===== src/rtl/patp_pkg.sv =====
// Shared definitions for the PATP main store and its program loader.
//   ADDR_W / DATA_W : default store address and word widths
//   MS_DEPTH        : number of words in the main store
//   loader_state_t  : states of the framed-program loader
package patp_pkg;

  localparam int unsigned ADDR_W   = 5;
  localparam int unsigned DATA_W   = 8;
  localparam int unsigned MS_DEPTH = 1 << ADDR_W;

  typedef enum logic [2:0] {
    HEADER,
    DATA,
    CHECK,
    DONE,
    ERROR
  } loader_state_t;

endpackage


===== src/rtl/prog_loader.sv =====
// Program loader: fills the PATP main store from a framed byte stream
// (length byte, data bytes, checksum byte) and holds the core until a
// load completes with a good checksum.
//   clk        : system clock, rising edge
//   rst        : asynchronous active-low reset
//   start      : one-cycle pulse, re-arms a load from DONE or ERROR
//   in_valid   : stream byte valid
//   in_data    : stream byte
//   in_ready   : loader can accept a byte
//   ld_write   : one-cycle store write strobe
//   ld_addr    : store write address
//   ld_data    : store write data
//   core_hold  : high while the core must stay held
//   done       : load finished, checksum good
//   error      : load failed (bad length or bad checksum)
module prog_loader
  import patp_pkg::*;
#(
  parameter int unsigned ADDR_W = patp_pkg::ADDR_W,
  parameter int unsigned DATA_W = patp_pkg::DATA_W
) (
  input  logic              clk,
  input  logic              rst,
  input  logic              start,
  input  logic              in_valid,
  input  logic [DATA_W-1:0] in_data,
  output logic              in_ready,
  output logic              ld_write,
  output logic [ADDR_W-1:0] ld_addr,
  output logic [DATA_W-1:0] ld_data,
  output logic              core_hold,
  output logic              done,
  output logic              error
);

  // Length is held one bit wider than the index so a full-depth load fits.
  localparam logic [ADDR_W:0]   DEPTH   = {1'b1, {ADDR_W{1'b0}}};
  localparam logic [ADDR_W:0]   LEN_ONE = (ADDR_W + 1)'(1);
  localparam logic [DATA_W-1:0] DEPTH_B = DATA_W'(DEPTH);

  loader_state_t     state_q, state_d;
  logic [ADDR_W:0]   len_q, len_d;
  logic [ADDR_W-1:0] idx_q, idx_d;
  logic [DATA_W-1:0] sum_q, sum_d;
  logic              ld_write_q, ld_write_d;
  logic [ADDR_W-1:0] ld_addr_q, ld_addr_d;
  logic [DATA_W-1:0] ld_data_q, ld_data_d;
  logic              ready_q, ready_d;
  logic              hold_q, hold_d;
  logic              done_q, done_d;
  logic              error_q, error_d;

  logic              accept;
  logic [ADDR_W:0]   count_next;

  assign accept     = in_valid && ready_q;
  assign count_next = {1'b0, idx_q} + LEN_ONE;

  always_comb begin
    state_d    = state_q;
    len_d      = len_q;
    idx_d      = idx_q;
    sum_d      = sum_q;
    ld_write_d = 1'b0;
    ld_addr_d  = ld_addr_q;
    ld_data_d  = ld_data_q;

    unique case (state_q)
      HEADER: begin
        if (accept) begin
          idx_d = '0;
          sum_d = '0;
          if (in_data == '0) begin
            len_d   = DEPTH;
            state_d = DATA;
          end else if (in_data <= DEPTH_B) begin
            len_d   = in_data[ADDR_W:0];
            state_d = DATA;
          end else begin
            state_d = ERROR;
          end
        end
      end
      DATA: begin
        if (accept) begin
          ld_write_d = 1'b1;
          ld_addr_d  = idx_q;
          ld_data_d  = in_data;
          sum_d      = sum_q + in_data;
          idx_d      = idx_q + ADDR_W'(1);
          if (count_next == len_q) state_d = CHECK;
        end
      end
      CHECK: begin
        if (accept) state_d = (in_data == sum_q) ? DONE : ERROR;
      end
      DONE, ERROR: begin
        if (start) state_d = HEADER;
      end
      default: state_d = HEADER;
    endcase

    // Status outputs are registered from the next state so they settle in
    // the cycle after the deciding acceptance.
    ready_d = (state_d == HEADER) || (state_d == DATA) || (state_d == CHECK);
    hold_d  = (state_d != DONE);
    done_d  = (state_d == DONE);
    error_d = (state_d == ERROR);
  end

  always_ff @(posedge clk or negedge rst) begin
    if (!rst) begin
      state_q    <= HEADER;
      len_q      <= '0;
      idx_q      <= '0;
      sum_q      <= '0;
      ld_write_q <= 1'b0;
      ld_addr_q  <= '0;
      ld_data_q  <= '0;
      ready_q    <= 1'b0;
      hold_q     <= 1'b1;
      done_q     <= 1'b0;
      error_q    <= 1'b0;
    end else begin
      state_q    <= state_d;
      len_q      <= len_d;
      idx_q      <= idx_d;
      sum_q      <= sum_d;
      ld_write_q <= ld_write_d;
      ld_addr_q  <= ld_addr_d;
      ld_data_q  <= ld_data_d;
      ready_q    <= ready_d;
      hold_q     <= hold_d;
      done_q     <= done_d;
      error_q    <= error_d;
    end
  end

  assign in_ready  = ready_q;
  assign ld_write  = ld_write_q;
  assign ld_addr   = ld_addr_q;
  assign ld_data   = ld_data_q;
  assign core_hold = hold_q;
  assign done      = done_q;
  assign error     = error_q;

endmodule


===== config.mk =====
export PLATFORM = sky130hd
export DESIGN_NAME = prog_loader
export DESIGN_NICKNAME = d
export VERILOG_FILES = /design/src/rtl/patp_pkg.sv /design/src/rtl/prog_loader.sv
export SDC_FILE = /design/constraint.sdc
export NUM_CORES = 1
export LEC_CHECK = 0
export ABC_CLOCK_PERIOD_IN_PS = 2300
export BUFFER_PORTS_ARGS = -buffer_cell sky130_fd_sc_hd__clkbuf_2
export CORE_ASPECT_RATIO = 0.5
export CORE_MARGIN = 8
export CORE_UTILIZATION = 55
export CTS_CLUSTER_SIZE = 28
export DETAILED_ROUTE_END_ITERATION = 8
export HOLD_SLACK_MARGIN = 0.1
export PLACE_DENSITY = 0.76
export SLEW_MARGIN = 30
export SYNTH_ARGS = -nofsm -noshare
export SYNTH_HDL_FRONTEND = slang
export SYNTH_SLANG_ARGS = --single-unit

===== constraint.sdc =====
create_clock -name clk -period 2.3 [get_ports clk]
set_input_delay 0.115 -clock clk [delete_from_list [all_inputs] [get_ports clk]]
set_output_delay 0.115 -clock clk [all_outputs]
set_load 0.02 [all_outputs]

# After elaboration in Yosys (flattened, before gate mapping)
# Index checks and enable logic that the tools add are counted.
# word_totals
register_bits	40
input_bits	12
wordCells	59
# op_classes
addsub	3
n_lt_le_gt_ge	1
n_eq_ne	13
n_mux	19
reduce_logical	12
# ops
cell	n
3-bit two-way mux	8
8-bit two-way mux	2
8-bit one-hot mux with 2 select lines	1
3-bit by 2-bit equality test with 1-bit output (second input constant)	4
6-bit two-way mux	2
3-bit one-hot mux with 4 select lines	1
5-bit two-way mux	2
5-bit one-hot mux with 2 select lines	1
8-bit adder	1
8-bit equality test	1
8-bit by 6-bit less-or-equal comparator with 1-bit output (second input constant)	1
8-bit zero test	1
5-bit by 1-bit adder with 6-bit output (second input constant)	1
3-bit by 1-bit equality test with 1-bit output (second input constant)	2
3-bit equality test (second input constant)	2
6-bit equality test	1
3-bit zero test	2
3-bit AND reduction	2
5-bit by 1-bit adder with 5-bit output (second input constant)	1
2-bit inequality test (second input constant)	2
2-bit nonzero test	2
3-bit by 2-bit inequality test with 1-bit output (second input constant)	1
1-bit logical OR	2
1-bit two-way mux	2
3 further kinds	3

# Logic depth before layout (Yosys ltp)
# Gate-level depths: netlist (run 1).
# logic_depth
word_depth	8
ltp_mapped	7
depth_no_buf	7

# Worst setup path before layout (run 1)
# No wires, ideal clock.
# synth_path
kind	reg2reg
startpoint	register sum_q[0]
endpoint	register sum_q[6]
t_arrival_ns	1.729
t_required_ns	2.178
setup_slack_ns	0.449
path_stages_with_launch	8
n_path_buf	0
path_cell_list	dfrtp_1 > ha_1 > fa_1 > a21o_1 > a21o_1 > a21oi_1 > mux2i_1 > nand2_1
# synth_via
elab_chain_len	3
# synth_lines
item	line	source
start, declared	prog_loader.sv:44	logic [DATA_W-1:0] sum_q, sum_d;
start signal, assigned	prog_loader.sv:128	sum_q <= sum_d;
8-bit adder	prog_loader.sv:89	sum_d = sum_q + in_data;
8-bit two-way mux	prog_loader.sv:85	if (accept) begin
8-bit one-hot mux with 2 select lines	prog_loader.sv:68	unique case (state_q)
# No other way between the ends. The select of a mux whose other input is x is not followed.
# A chain may end at the register's enable or synchronous reset.

# Worst setup path after layout (run 1)
# layout_path
startpoint	input in_data[0]
endpoint	register sum_q[6]
# layout_via
elab_chain_len	3
# layout_lines
item	line	source
start, declared	prog_loader.sv:26	input logic [DATA_W-1:0] in_data,
8-bit adder	prog_loader.sv:89	
8-bit two-way mux	prog_loader.sv:85	
8-bit one-hot mux with 2 select lines	prog_loader.sv:68	
# No other way between the ends. The select of a mux whose other input is x is not followed.

==> impl_metrics.yaml, run 1 <==
placed_design:
  place_hpwl_um: 3390
  gp_congestion: 0.846
  dpl.cell_count: 292
  placement.io_buffers: 29
  detailed_place.area_um2: 2310
worst_setup_path:
  cp_data_required_time_ns: 2.49
  top_delay_family_on_crit_path: "buffers and inverters"
  critPathSlowestCell: "sky130_fd_sc_hd__dlygate4sd3_1"
  worst_setup_path_start_kind: "input port"
  setup.worst_path.end_class: "register"
  critical_path.cell_chain: "dlygate4sd3_1 -> clkbuf_2 -> ha_1 -> fa_1 -> a21o_1 -> a21o_1 -> a21oi_1 -> mux2i_1 -> nand2_1"
  critical_path_arrival_ns: 2.31
  count_of_buffer_and_inverter_cells_on_the_critical_path: 2
  criticalPathCategory: "in -> reg"
  r2r_slack_ns: 0.33
  critPathMaxStageDelay_ns: 0.54
  cp_common_cell: "sky130_fd_sc_hd__a21o_1"
  crit_path_max_fanout: 4
logic_synthesis:
  netlist_instances: 215
  synth-seq-area-share_pct: 47.2
  yosys.cell_types.count: 49
  postSynthRegisterBits: 40
  yosys_warnings: 0
  syn-cell-area_um2: 2120
  synth.largest_area_cell: "sky130_fd_sc_hd__dfrtp_1"
  yosys-top-cells-area: "sky130_fd_sc_hd__dfrtp_1 46%, sky130_fd_sc_hd__nand2_1 9.2%, sky130_fd_sc_hd__ha_1 4.7%"
  synth.avg_cell_area_um2: 9.88
  postSynthNetCount: 236
  post-synth-top-area-fraction_pct: 45.9
floorplan:
  starting_density_of_the_core_pct: 55.9
  io-pin-count: 30
  rows: 16
  floorplan.die.height_um: 60.0
  design.die.area_um2: 6230
  die_width_um: 104
  placeableCoreArea_um2: 3800
run_status:
  status: "completed"
sta:
  finalCriticalPeriod_ns: 2.12
  worst_pin_slew_ns: 0.580
  tns_ns: 0
  post-route-period-util_pct: 92.3
  final.setup_skew_ns: 0.0107
  timing.final.setup_violations: 0
  count_of_final_hold_check_violations: 0
  finalMaxSlewViolations: 0
  achievable-frequency_ghz: 0.471
  slew_headroom_pct: 61.2
  grt_setup_unrepaired: "no"
power_and_ir_drop:
  leakage_nw: 1.25
  power.density_nw_per_um2: 939
  power.ir.vdd_worst_mv: 0.546
clocking:
  clk_transition_reported_paths_ns: 0.08
  worst_case_clock_buffer_depth: 2
  clock_tree.root_cell: "sky130_fd_sc_hd__clkbuf_8"
  cts-buffers-inserted: 5
  cts_tree: "yes"
  clock-sinks: 40
  post_cts_buffers: 0
  cts_htree_levels: 2
  clkLatencyLatePin_ns: 0.30
routing:
  drcViolationCount: 0
  antenna_violating_nets_post_route: 0
  drt-initial-drc-count: 67
  detail_route.wirelength_um: 4760
  route.vias.total: 1728
  first_pass_iters: 4
  viasPerCell: 5.68
  route.detailed.wl_per_inst_um: 15.6
finish:
  multiInputGateArea_um2: 1070
  finalInstanceArea_um2: 2450
  commonest_non_fill_non_tap_cells_in_the_layout: "52 x sky130_fd_sc_hd__nand2_1, 39 x sky130_fd_sc_hd__dfrtp_1, 29 x sky130_fd_sc_hd__clkbuf_2, 10 x sky130_fd_sc_hd__o21ai_0, 9 x sky130_fd_sc_hd__nor2_1"
  final_core_utilization_pct: 64.4
  register_area_um2: 1000
  post_route_cells_drive_above_1_share_pct: 20.8
  insertedDiodeCount: 0
  fill_cells: 323
  nNetsFinal: 270
  post_layout_nonfiller_instances: 304
  layout.cells.most_common: "sky130_fd_sc_hd__nand2_1"
  area.growth.synth_to_final_pct: 15.3
global_routing:
  number_of_antenna_violations_at_the_first_check_in_global_routing: 0
  overflow: 0
  global_route_wire_length_before_repair_um: 7780
  global_route.usage.total_pct: 15.6
  grt_start_max_net_pins: 41
  vias_in_the_first_global_route: 1701
hold_path:
  hold_path_class: "in -> reg"
flow_run:
  timing.max_cap.violations: 0
==> cells by family (layout without fill, tap and decap cells) <==
logic type | count (synthesis) | in the layout | share of synthesized area (%)
flip-flops | 40 | 40 | 47.2
AO/OA/AOI/OAI | 45 | 45 | 14.4
buffers and inverters | 11 | 46 | 2.59
XOR/XNOR | 12 | 12 | 5.30
multiplexers | 8 | 8 | 4.06
AND/OR/NAND/NOR | 90 | 90 | 20.8
adder cells (fa/ha/maj) | 9 | 9 | 5.65
==> path summary, 6_finish.rpt <==
path / from / end / cells after the start
min in group asynchronous: rst / sum_q[3]$_DFFE_PN0P_ / 3
setup / recovery: in_data[0] / sum_q[6]$_DFFE_PN0P_ / 9
max in group asynchronous: rst / core_hold$_DFF_PN1_ / 3
hold reg to reg: ld_addr[1]$_DFFE_PN0P_ / ld_addr[1]$_DFFE_PN0P_ / 2
hold / removal: in_data[5] / ld_data[5]$_DFFE_PN0P_ / 3
setup reg to reg: sum_q[0]$_DFFE_PN0P_ / sum_q[6]$_DFFE_PN0P_ / 7
==> power by group <==
part / switching, mW / internal [mW] / total, mW
Combinational: 0.459 / 0.299 / 0.758
Sequential: 0.149 / 0.872 / 1.02
Clock: 0.248 / 0.274 / 0.522
Total: 0.855 / 1.45 / 2.30
==> final cells by class <==
cell class                 count  area share, %
multi-input combinational    164           43.6
clock buffer                   8           4.09
timing repair buffer          35           8.18
inverter                       3          0.460
tap                           54           2.76
sequential                    40           40.9
==> stage by stage <==
stage               setup slack [ns]  hold WS (ns)  power [mW]
CTS                            0.193         0.102        2.30
detailed placement             0.353         0.209        1.78
global route                   0.114         0.113        2.42
global placement               0.411         0.201        1.74
floorplan                      0.449        -0.181        1.55
finish                         0.177        0.0994        2.30
==> metal layers <==
| layer | track usage [%] | routed length, µm | vias to the layer above |
|---|---|---|---|
| li1 | - | - | 825 |
| met1 | 18.0 | 2210 | 858 |
| met4 | 4.89 | 85 | 0 |
| met5 | 0 | 0 | - |
| met3 | 5.38 | 192 | 10 |
| met2 | 27.4 | 2270 | 35 |
==> state kept, by name, indices dropped and copies added, names as in the netlist <==
| signal | cells |
|---|---|
| ld_data | 8 |
| ld_addr | 5 |
| error | 1 |
| idx_q | 5 |
| len_q | 6 |
| done | 1 |
| state_q | 3 |
| core_hold | 1 |
| ld_write | 1 |
| in_ready | 1 |
| sum_q | 8 |
==> synth_stat cells, drive strengths merged <==
library cell  number
nor2              10
o211ai             1
ha                 8
o21a               1
clkbuf             2
dfstp              1
buf                6
a32o               1
nor4               4
and3               2
a41oi              1
mux2               5
nand3              7
nor3               5
or2                1
o21bai             1
xor2               7
nor3b              3
a221o              1
dfrtp             39
nor2b              1
a31oi              3
xnor2              5
a21o               5
o41ai              1
o31ai              2
a211oi             1
inv                3
nand2b             1
fa                 1
o21ai             13
a22o               4
or3b               1
and4               1
o2111ai            1
a21oi              9
nand2             52
mux2i              3
nand3b             1
and2               1
==> what timing repair did <==
action | 4_1_cts | 5_1_grt
hold buffers | 4 | 0
gates resized for setup | 0 | 0
hold endpoints to repair | 42 | 0
==> worst reg2reg max path: cells and delay by family, from the launching register on <==
family | cells | cell delay (ns)
simple gates | 1 | 0.06
fa+ha+maj | 2 | 0.64
mux | 1 | 0.20
compound gates | 3 | 0.59
flops | 1 | 0.39
Note: power is estimated with default switching activity, not from simulation.
==> inputs of run 2 (changes only) <==
--- a/config.mk
+++ b/config.mk
@@ -5,7 +5,7 @@
 export SDC_FILE = /design/constraint.sdc
 export NUM_CORES = 1
 export LEC_CHECK = 0
-export ABC_CLOCK_PERIOD_IN_PS = 2300
+export ABC_CLOCK_PERIOD_IN_PS = 2450
 export BUFFER_PORTS_ARGS = -buffer_cell sky130_fd_sc_hd__clkbuf_2
 export CORE_ASPECT_RATIO = 0.5
 export CORE_MARGIN = 8
==> constraint.sdc (replaced) <==
create_clock -name clk -period 2.45 [get_ports clk]
set_input_delay 0.1225 -clock clk [delete_from_list [all_inputs] [get_ports clk]]
set_output_delay 0.1225 -clock clk [all_outputs]
set_load 0.02 [all_outputs]
==> run 2 against run 1 <==
Net effect:
- worst setup slack gained 0.26 ns
- utilization shrank 0.20 points
- via count shrank 1.2%
- sequential power shrank 7%
- clock power shrank 8.6%
- register-to-register slack gained 0.14 ns
- final area shrank 0.31%
- largest cell class unchanged
- largest power group unchanged
==> impl_metrics.yaml, run 2 (synthesis gave the netlist of run 1 again) <==
sta:
  achievable-frequency_ghz: 0.497
  count_of_final_hold_check_violations: 0
  final.setup_skew_ns: 0.00711
  tns_ns: 0
  worst_pin_slew_ns: 0.664
  timing.final.setup_violations: 0
  finalCriticalPeriod_ns: 2.01
  slew_headroom_pct: 55.6
  grt_setup_unrepaired: "no"
  post-route-period-util_pct: 82.1
  finalMaxSlewViolations: 0
finish:
  nNetsFinal: 269
  commonest_non_fill_non_tap_cells_in_the_layout: "52 x sky130_fd_sc_hd__nand2_1, 39 x sky130_fd_sc_hd__dfrtp_1, 28 x sky130_fd_sc_hd__clkbuf_2, 10 x sky130_fd_sc_hd__o21ai_0, 9 x sky130_fd_sc_hd__nor2_1"
  finalInstanceArea_um2: 2440
  area.growth.synth_to_final_pct: 14.9
  insertedDiodeCount: 0
  post_layout_nonfiller_instances: 303
  layout.cells.most_common: "sky130_fd_sc_hd__nand2_1"
  post_route_cells_drive_above_1_share_pct: 20.9
  fill_cells: 331
routing:
  antenna_violating_nets_post_route: 0
  route.detailed.wl_per_inst_um: 15.6
  route.vias.total: 1707
  first_pass_iters: 4
  drt-initial-drc-count: 87
  drcViolationCount: 0
  viasPerCell: 5.63
  detail_route.wirelength_um: 4720
floorplan:
  rows: 16
  io-pin-count: 30
  placeableCoreArea_um2: 3800
  design.die.area_um2: 6230
  die_width_um: 104
  floorplan.die.height_um: 60.0
  starting_density_of_the_core_pct: 55.9
clocking:
  post_cts_hold_buffer_count: 4
  cts_htree_levels: 2
  clk_transition_reported_paths_ns: 0.08
  cts_tree: "yes"
  clkLatencyLatePin_ns: 0.30
  post_cts_buffers: 0
  worst_case_clock_buffer_depth: 2
  clock_tree.root_cell: "sky130_fd_sc_hd__clkbuf_8"
  cts_repair_resize_count: 0
  clock-sinks: 40
  cts-buffers-inserted: 5
worst_setup_path:
  setup.worst_path.end_class: "register"
  startpoint: "in_data[6]"
  worst_setup_path_start_kind: "input port"
  criticalPathCategory: "in -> reg"
  reg2reg_depth: 7
  crit_path_max_fanout: 7
  cp_data_required_time_ns: 2.70
  critical_path.reg2reg.startpoint: "sum_q[0]$_DFFE_PN0P_"
  critical_path_arrival_ns: 2.26
power_and_ir_drop:
  power.clock.fraction_pct: 22.3
  p_seq_share_pct: 44.6
  power_switching_mw: 0.812
  intPower_mw: 1.33
  combinationalPowerShare_pct: 33.1
  power.density_nw_per_um2: 876
  leakage_nw: 1.24
  sw_frac_of_total_pct: 38.0
  power.ir.vdd_worst_mv: 0.464
  totalPowerFinal_mw: 2.14
placed_design:
  gp_congestion: 0.838
  place_hpwl_um: 3370
  placement.io_buffers: 29
  dpl.cell_count: 291
  detailed_place.area_um2: 2300
hold_path:
  hold_path_startpoint: "in_data[0]"
  whs_path_depth: 3
  hold_path_class: "in -> reg"
global_routing:
  vias_in_the_first_global_route: 1693
  global_route.usage.total_pct: 15.9
  number_of_antenna_violations_at_the_first_check_in_global_routing: 0
  grt_start_max_net_pins: 41
  global_route_wire_length_before_repair_um: 7900
  overflow: 0
flow_run:
  timing.max_cap.violations: 0
run_status:
  status: "completed"
==> run 2: cell types whose count changed in the layout (fill, tap and decap cells not counted) <==
cell | before | now
sky130_fd_sc_hd__buf_4 | 2 | 1
sky130_fd_sc_hd__clkinvlp_4 | 0 | 2
sky130_fd_sc_hd__clkbuf_4 | 0 | 1
sky130_fd_sc_hd__clkbuf_1 | 1 | 0
sky130_fd_sc_hd__clkbuf_2 | 29 | 28
sky130_fd_sc_hd__clkbuf_8 | 7 | 6
==> run 2: area by class of cell <==
| cell class | count | area (µm²) | share of cell area, % |
|---|---|---|---|
| Clock buffer | 6 | 82.6 | 3.38 |
| Tap cell | 54 | 67.6 | 2.77 |
| Timing Repair Buffer | 34 | 195 | 8.00 |
| Inverter | 3 | 11.3 | 0.461 |
| Sequential cell | 40 | 1000 | 41.1 |
| Clock inverter | 2 | 15.0 | 0.615 |
| Multi-Input combinational cell | 164 | 1070 | 43.7 |
==> run 2: per-layer routing <==
layer / track usage, % / wire [µm] / up-vias
met4: 5.91 / 60 / 0
met5: 0 / 0 / -
met1: 18.3 / 2200 / 845
met2: 28.2 / 2280 / 30
li1: - / - / 824
met3: 4.41 / 174 / 8
==> run 2: final timing paths <==
| path | to | slack, ns |
|---|---|---|
| min reg2reg | ld_addr[4]$_DFFE_PN0P_ | 0.48 |
| max | state_q[0]$_DFF_PN0_ | 0.44 |
| min in group asynchronous | ld_data[0]$_DFFE_PN0P_ | 0.37 |
| max in group asynchronous | core_hold$_DFF_PN1_ | 1.69 |
| min | ld_data[0]$_DFFE_PN0P_ | 0.1 |
| max reg2reg | sum_q[6]$_DFFE_PN0P_ | 0.47 |
==> run 2: power by group through the flow <==
stage	Clock [mW]	Sequential, mW	Combinational (mW)
3_3_place_gp	0	0.954	0.679
4_1_cts	0.479	0.952	0.712
6_report	0.477	0.953	0.708
3_5_place_dp	0	0.966	0.701
5_1_grt	0.507	0.977	0.774
2_1_floorplan	0	1.02	0.428
==> run 2: per-stage QoR <==
stage | hold WS, ns | utilization, % | setup slack (ns)
floorplan | -0.173 | - | 0.599
global placement | 0.323 | 60.5 | 0.563
finish | 0.0961 | 64.2 | 0.440
global route | 0.120 | 64.2 | 0.343
CTS | 0.102 | 64.2 | 0.470
detailed placement | 0.172 | 60.6 | 0.489
==> run 2: critical path, stage by stage <==
cell and delay (ns):
sky130_fd_sc_hd__dlygate4sd3_1 0.54, sky130_fd_sc_hd__clkbuf_2 0.16, sky130_fd_sc_hd__ha_1 0.39, sky130_fd_sc_hd__nor4_1 0.36, sky130_fd_sc_hd__nand3_2 0.16, sky130_fd_sc_hd__nand3b_1 0.25, sky130_fd_sc_hd__o31ai_1 0.10, sky130_fd_sc_hd__a221o_1 0.17
==> inputs of run 3 (changes only) <==
--- a/config.mk
+++ b/config.mk
@@ -5,7 +5,8 @@
 export SDC_FILE = /design/constraint.sdc
 export NUM_CORES = 1
 export LEC_CHECK = 0
-export ABC_CLOCK_PERIOD_IN_PS = 2450
+export ABC_AREA = 1
+export ABC_CLOCK_PERIOD_IN_PS = 1950
 export BUFFER_PORTS_ARGS = -buffer_cell sky130_fd_sc_hd__clkbuf_2
 export CORE_ASPECT_RATIO = 0.5
 export CORE_MARGIN = 8
==> constraint.sdc (replaced) <==
create_clock -name clk -period 1.95 [get_ports clk]
set_input_delay 0.0975 -clock clk [delete_from_list [all_inputs] [get_ports clk]]
set_output_delay 0.0975 -clock clk [all_outputs]
set_load 0.02 [all_outputs]
==> run 3 against run 2 <==
Net effect:
- area after synthesis up 4.1%
- global-route usage increased by 0.44 points
- sequential share of layout area down 1.9 points
- count of clock-buffer cells in the layout increased by 1
- worst hold slack improved by 0.026 ns
- critical path type unchanged
- critical endpoint is now in_ready$_DFF_PN0_
- register-to-register slack worse by 0.22 ns
- via count grew 12%
- final cell count up 22%
- worst setup slack got worse by 0.25 ns
==> impl_metrics.yaml, run 3 <==
logic_synthesis:
  synth.largest_area_cell: "sky130_fd_sc_hd__dfrtp_1"
  post-synth-top-area-fraction_pct: 44.1
  yosys_warnings: 0
  netlist_instances: 272
  synth_top_cells_by_count: "74 x sky130_fd_sc_hd__nand2_1, 39 x sky130_fd_sc_hd__dfrtp_1, 36 x sky130_fd_sc_hd__inv_1"
  synth-seq-area-share_pct: 45.3
  number_of_enable_type_register_cells_in_the_synthesized_netlist: 0
  postSynthNetCount: 293
  synth.avg_cell_area_um2: 8.13
  synthFlopType: "sky130_fd_sc_hd__dfrtp_1"
  post_synth_arst_share_pct: 100
  yosys.cell_types.count: 29
  synthMostInstantiatedCell: "sky130_fd_sc_hd__nand2_1"
  postSynthRegisterBits: 40
  yosys-top-cells-area: "sky130_fd_sc_hd__dfrtp_1 44%, sky130_fd_sc_hd__nand2_1 13%, sky130_fd_sc_hd__inv_1 6.1%"
  syn-cell-area_um2: 2210
power_and_ir_drop:
  totalPowerFinal_mw: 3.42
  leakage_nw: 1.36
  power.density_nw_per_um2: 1340
  power.ir.vdd_worst_mv: 0.561
floorplan:
  floorplan.die.height_um: 60.8
  rows: 16
  io-pin-count: 30
  die_width_um: 106
  starting_density_of_the_core_pct: 57.0
  design.die.area_um2: 6430
  placeableCoreArea_um2: 3880
clocking:
  clkLatencyLatePin_ns: 0.30
  cts_htree_levels: 2
  cts_repair_resize_count: 0
  worst_case_clock_buffer_depth: 2
  clock_tree.root_cell: "sky130_fd_sc_hd__clkbuf_8"
  clock-sinks: 40
  cts-buffers-inserted: 5
  clk_transition_reported_paths_ns: 0.07
  cts_tree: "yes"
  post_cts_buffers: 0
routing:
  route.vias.total: 1905
  detail_route.wirelength_um: 4780
  first_pass_iters: 4
  drcViolationCount: 0
  drt-initial-drc-count: 77
  viasPerCell: 5.16
  antenna_violating_nets_post_route: 0
  route.detailed.wl_per_inst_um: 12.9
finish:
  finalInstanceArea_um2: 2560
  commonest_non_fill_non_tap_cells_in_the_layout: "74 x sky130_fd_sc_hd__nand2_1, 39 x sky130_fd_sc_hd__dfrtp_1, 36 x sky130_fd_sc_hd__inv_1, 29 x sky130_fd_sc_hd__clkbuf_2, 27 x sky130_fd_sc_hd__nand3_1"
  layout.cells.most_common: "sky130_fd_sc_hd__nand2_1"
  register_area_um2: 1000
  insertedDiodeCount: 0
  final_core_utilization_pct: 65.9
  nNetsFinal: 335
  multiInputGateArea_um2: 1020
  area.growth.synth_to_final_pct: 15.7
  fill_cells: 325
  post_route_cells_drive_above_1_share_pct: 20.6
worst_setup_path:
  critical_path_arrival_ns: 1.94
  crit_path_max_fanout: 7
  worst_setup_path_start_kind: "input port"
  setup.worst_path.end_class: "register"
  criticalPathCategory: "in -> reg"
  cp_data_required_time_ns: 2.13
placed_design:
  placement.io_buffers: 29
  detailed_place.area_um2: 2410
  gp_congestion: 0.918
  post-place-ws_ns: 0.280
  place_hpwl_um: 3620
global_routing:
  global_route_wire_length_before_repair_um: 8330
  number_of_antenna_violations_at_the_first_check_in_global_routing: 0
  overflow: 0
  vias_in_the_first_global_route: 1816
  global_route.usage.total_pct: 16.3
  grt_start_max_net_pins: 36
sta:
  finalMaxSlewViolations: 0
  worst_pin_slew_ns: 0.489
  grt_setup_unrepaired: "no"
  count_of_final_hold_check_violations: 0
  post-route-period-util_pct: 90.1
  final.setup_skew_ns: 0.00457
  final.setup.worst_slack_ns: 0.193
  achievable-frequency_ghz: 0.569
  timing.final.setup_violations: 0
  finalCriticalPeriod_ns: 1.76
  tns_ns: 0
  slew_headroom_pct: 67.1
flow_run:
  timing.max_cap.violations: 0
hold_path:
  hold_path_class: "in -> reg"
run_status:
  status: "completed"
-- run 3: cell count changes after synthesis, moves of 4 or more --
cell                      delta
sky130_fd_sc_hd__inv_1      +34
sky130_fd_sc_hd__nand2_1    +22
sky130_fd_sc_hd__nand3_1    +22
sky130_fd_sc_hd__o21ai_2    +12
sky130_fd_sc_hd__nand4_1     +6
sky130_fd_sc_hd__xor2_1      -6
sky130_fd_sc_hd__a21o_1      -5
sky130_fd_sc_hd__mux2_1      -5
sky130_fd_sc_hd__nor2_1      +5
sky130_fd_sc_hd__xnor2_1     -5
sky130_fd_sc_hd__a22o_1      -4
sky130_fd_sc_hd__buf_2       -4
sky130_fd_sc_hd__nand2_2     +4
sky130_fd_sc_hd__o21ai_1     +4
-- run 3: per-layer routing --
metal | GRT usage [%] | up-vias | share of wire, %
met4 | 8.71 | 0 | 2.4
met5 | 0 | - | 0
met2 | 26.6 | 43 | 45
met3 | 4.13 | 12 | 5.2
li1 | - | 970 | -
met1 | 20.0 | 880 | 47
-- run 3: kinds of logic (layout without fill, tap and decap cells) --
kind of cell,after synthesis,count (layout),share of synthesized area (%)
flops,40,40,45.3
simple gates,135,135,27.5
fa+ha+maj,9,9,5.43
buf+inv,43,86,8.48
compound gates,45,45,13.2
-- run 3: through the flow --
| stage | hold slack (ns) | cells |
|---|---|---|
| after global routing | 0.124 | 369 |
| after detailed placement | -0.0405 | 354 |
| after CTS | 0.108 | 369 |
| after floorplan | -0.198 | 272 |
| after global placement | -0.0364 | 354 |
| final | 0.122 | 369 |
-- run 3: final timing paths --
check | from | end | slack (ns) | cells past startpoint
min | in_data[4] | ld_data[4]$_DFFE_PN0P_ | 0.12 | 3
min in group asynchronous | rst | ld_data[6]$_DFFE_PN0P_ | 0.18 | 2
max | in_data[2] | in_ready$_DFF_PN0_ | 0.19 | 11
max in group asynchronous | rst | core_hold$_DFF_PN1_ | 1.25 | 3
min reg2reg | ld_data[6]$_DFFE_PN0P_ | ld_data[6]$_DFFE_PN0P_ | 0.47 | 2
max reg2reg | sum_q[0]$_DFFE_PN0P_ | sum_q[4]$_DFFE_PN0P_ | 0.25 | 7
-- run 3: timing repair --
action | 4_1_cts | 5_1_grt
hold buffers | 7 | 0
hold endpoints to repair | 47 | 0
setup endpoints to repair | 0 | 0
-- run 3: where the power goes --
| group | switching, mW | total [mW] | internal [mW] |
|---|---|---|---|
| clock | 0.286 | 0.537 | 0.251 |
| combinational | 0.991 | 1.55 | 0.559 |
| sequential | 0.201 | 1.33 | 1.13 |
-- run 3: area by class of cell --
cell class | count | area share, %
Clock buffer | 7 | 2.98
Timing Repair Buffer | 39 | 9.29
Sequential cell | 40 | 39.1
Clock inverter | 1 | 0.196
Tap cell | 54 | 2.64
Multi-Input combinational cell | 189 | 39.9
Inverter | 39 | 5.82
-- run 3: critical path, stage by stage --
cell and delay [ns]:
sky130_fd_sc_hd__dlygate4sd3_1 0.56, sky130_fd_sc_hd__clkbuf_2 0.14, sky130_fd_sc_hd__ha_1 0.39, sky130_fd_sc_hd__inv_1 0.08, sky130_fd_sc_hd__nand2_1 0.05, sky130_fd_sc_hd__nor2_1 0.08, sky130_fd_sc_hd__nand3_1 0.15, sky130_fd_sc_hd__nand2_1 0.14
sky130_fd_sc_hd__nand3_1 0.08, sky130_fd_sc_hd__nand2_1 0.12, sky130_fd_sc_hd__nor2_1 0.06
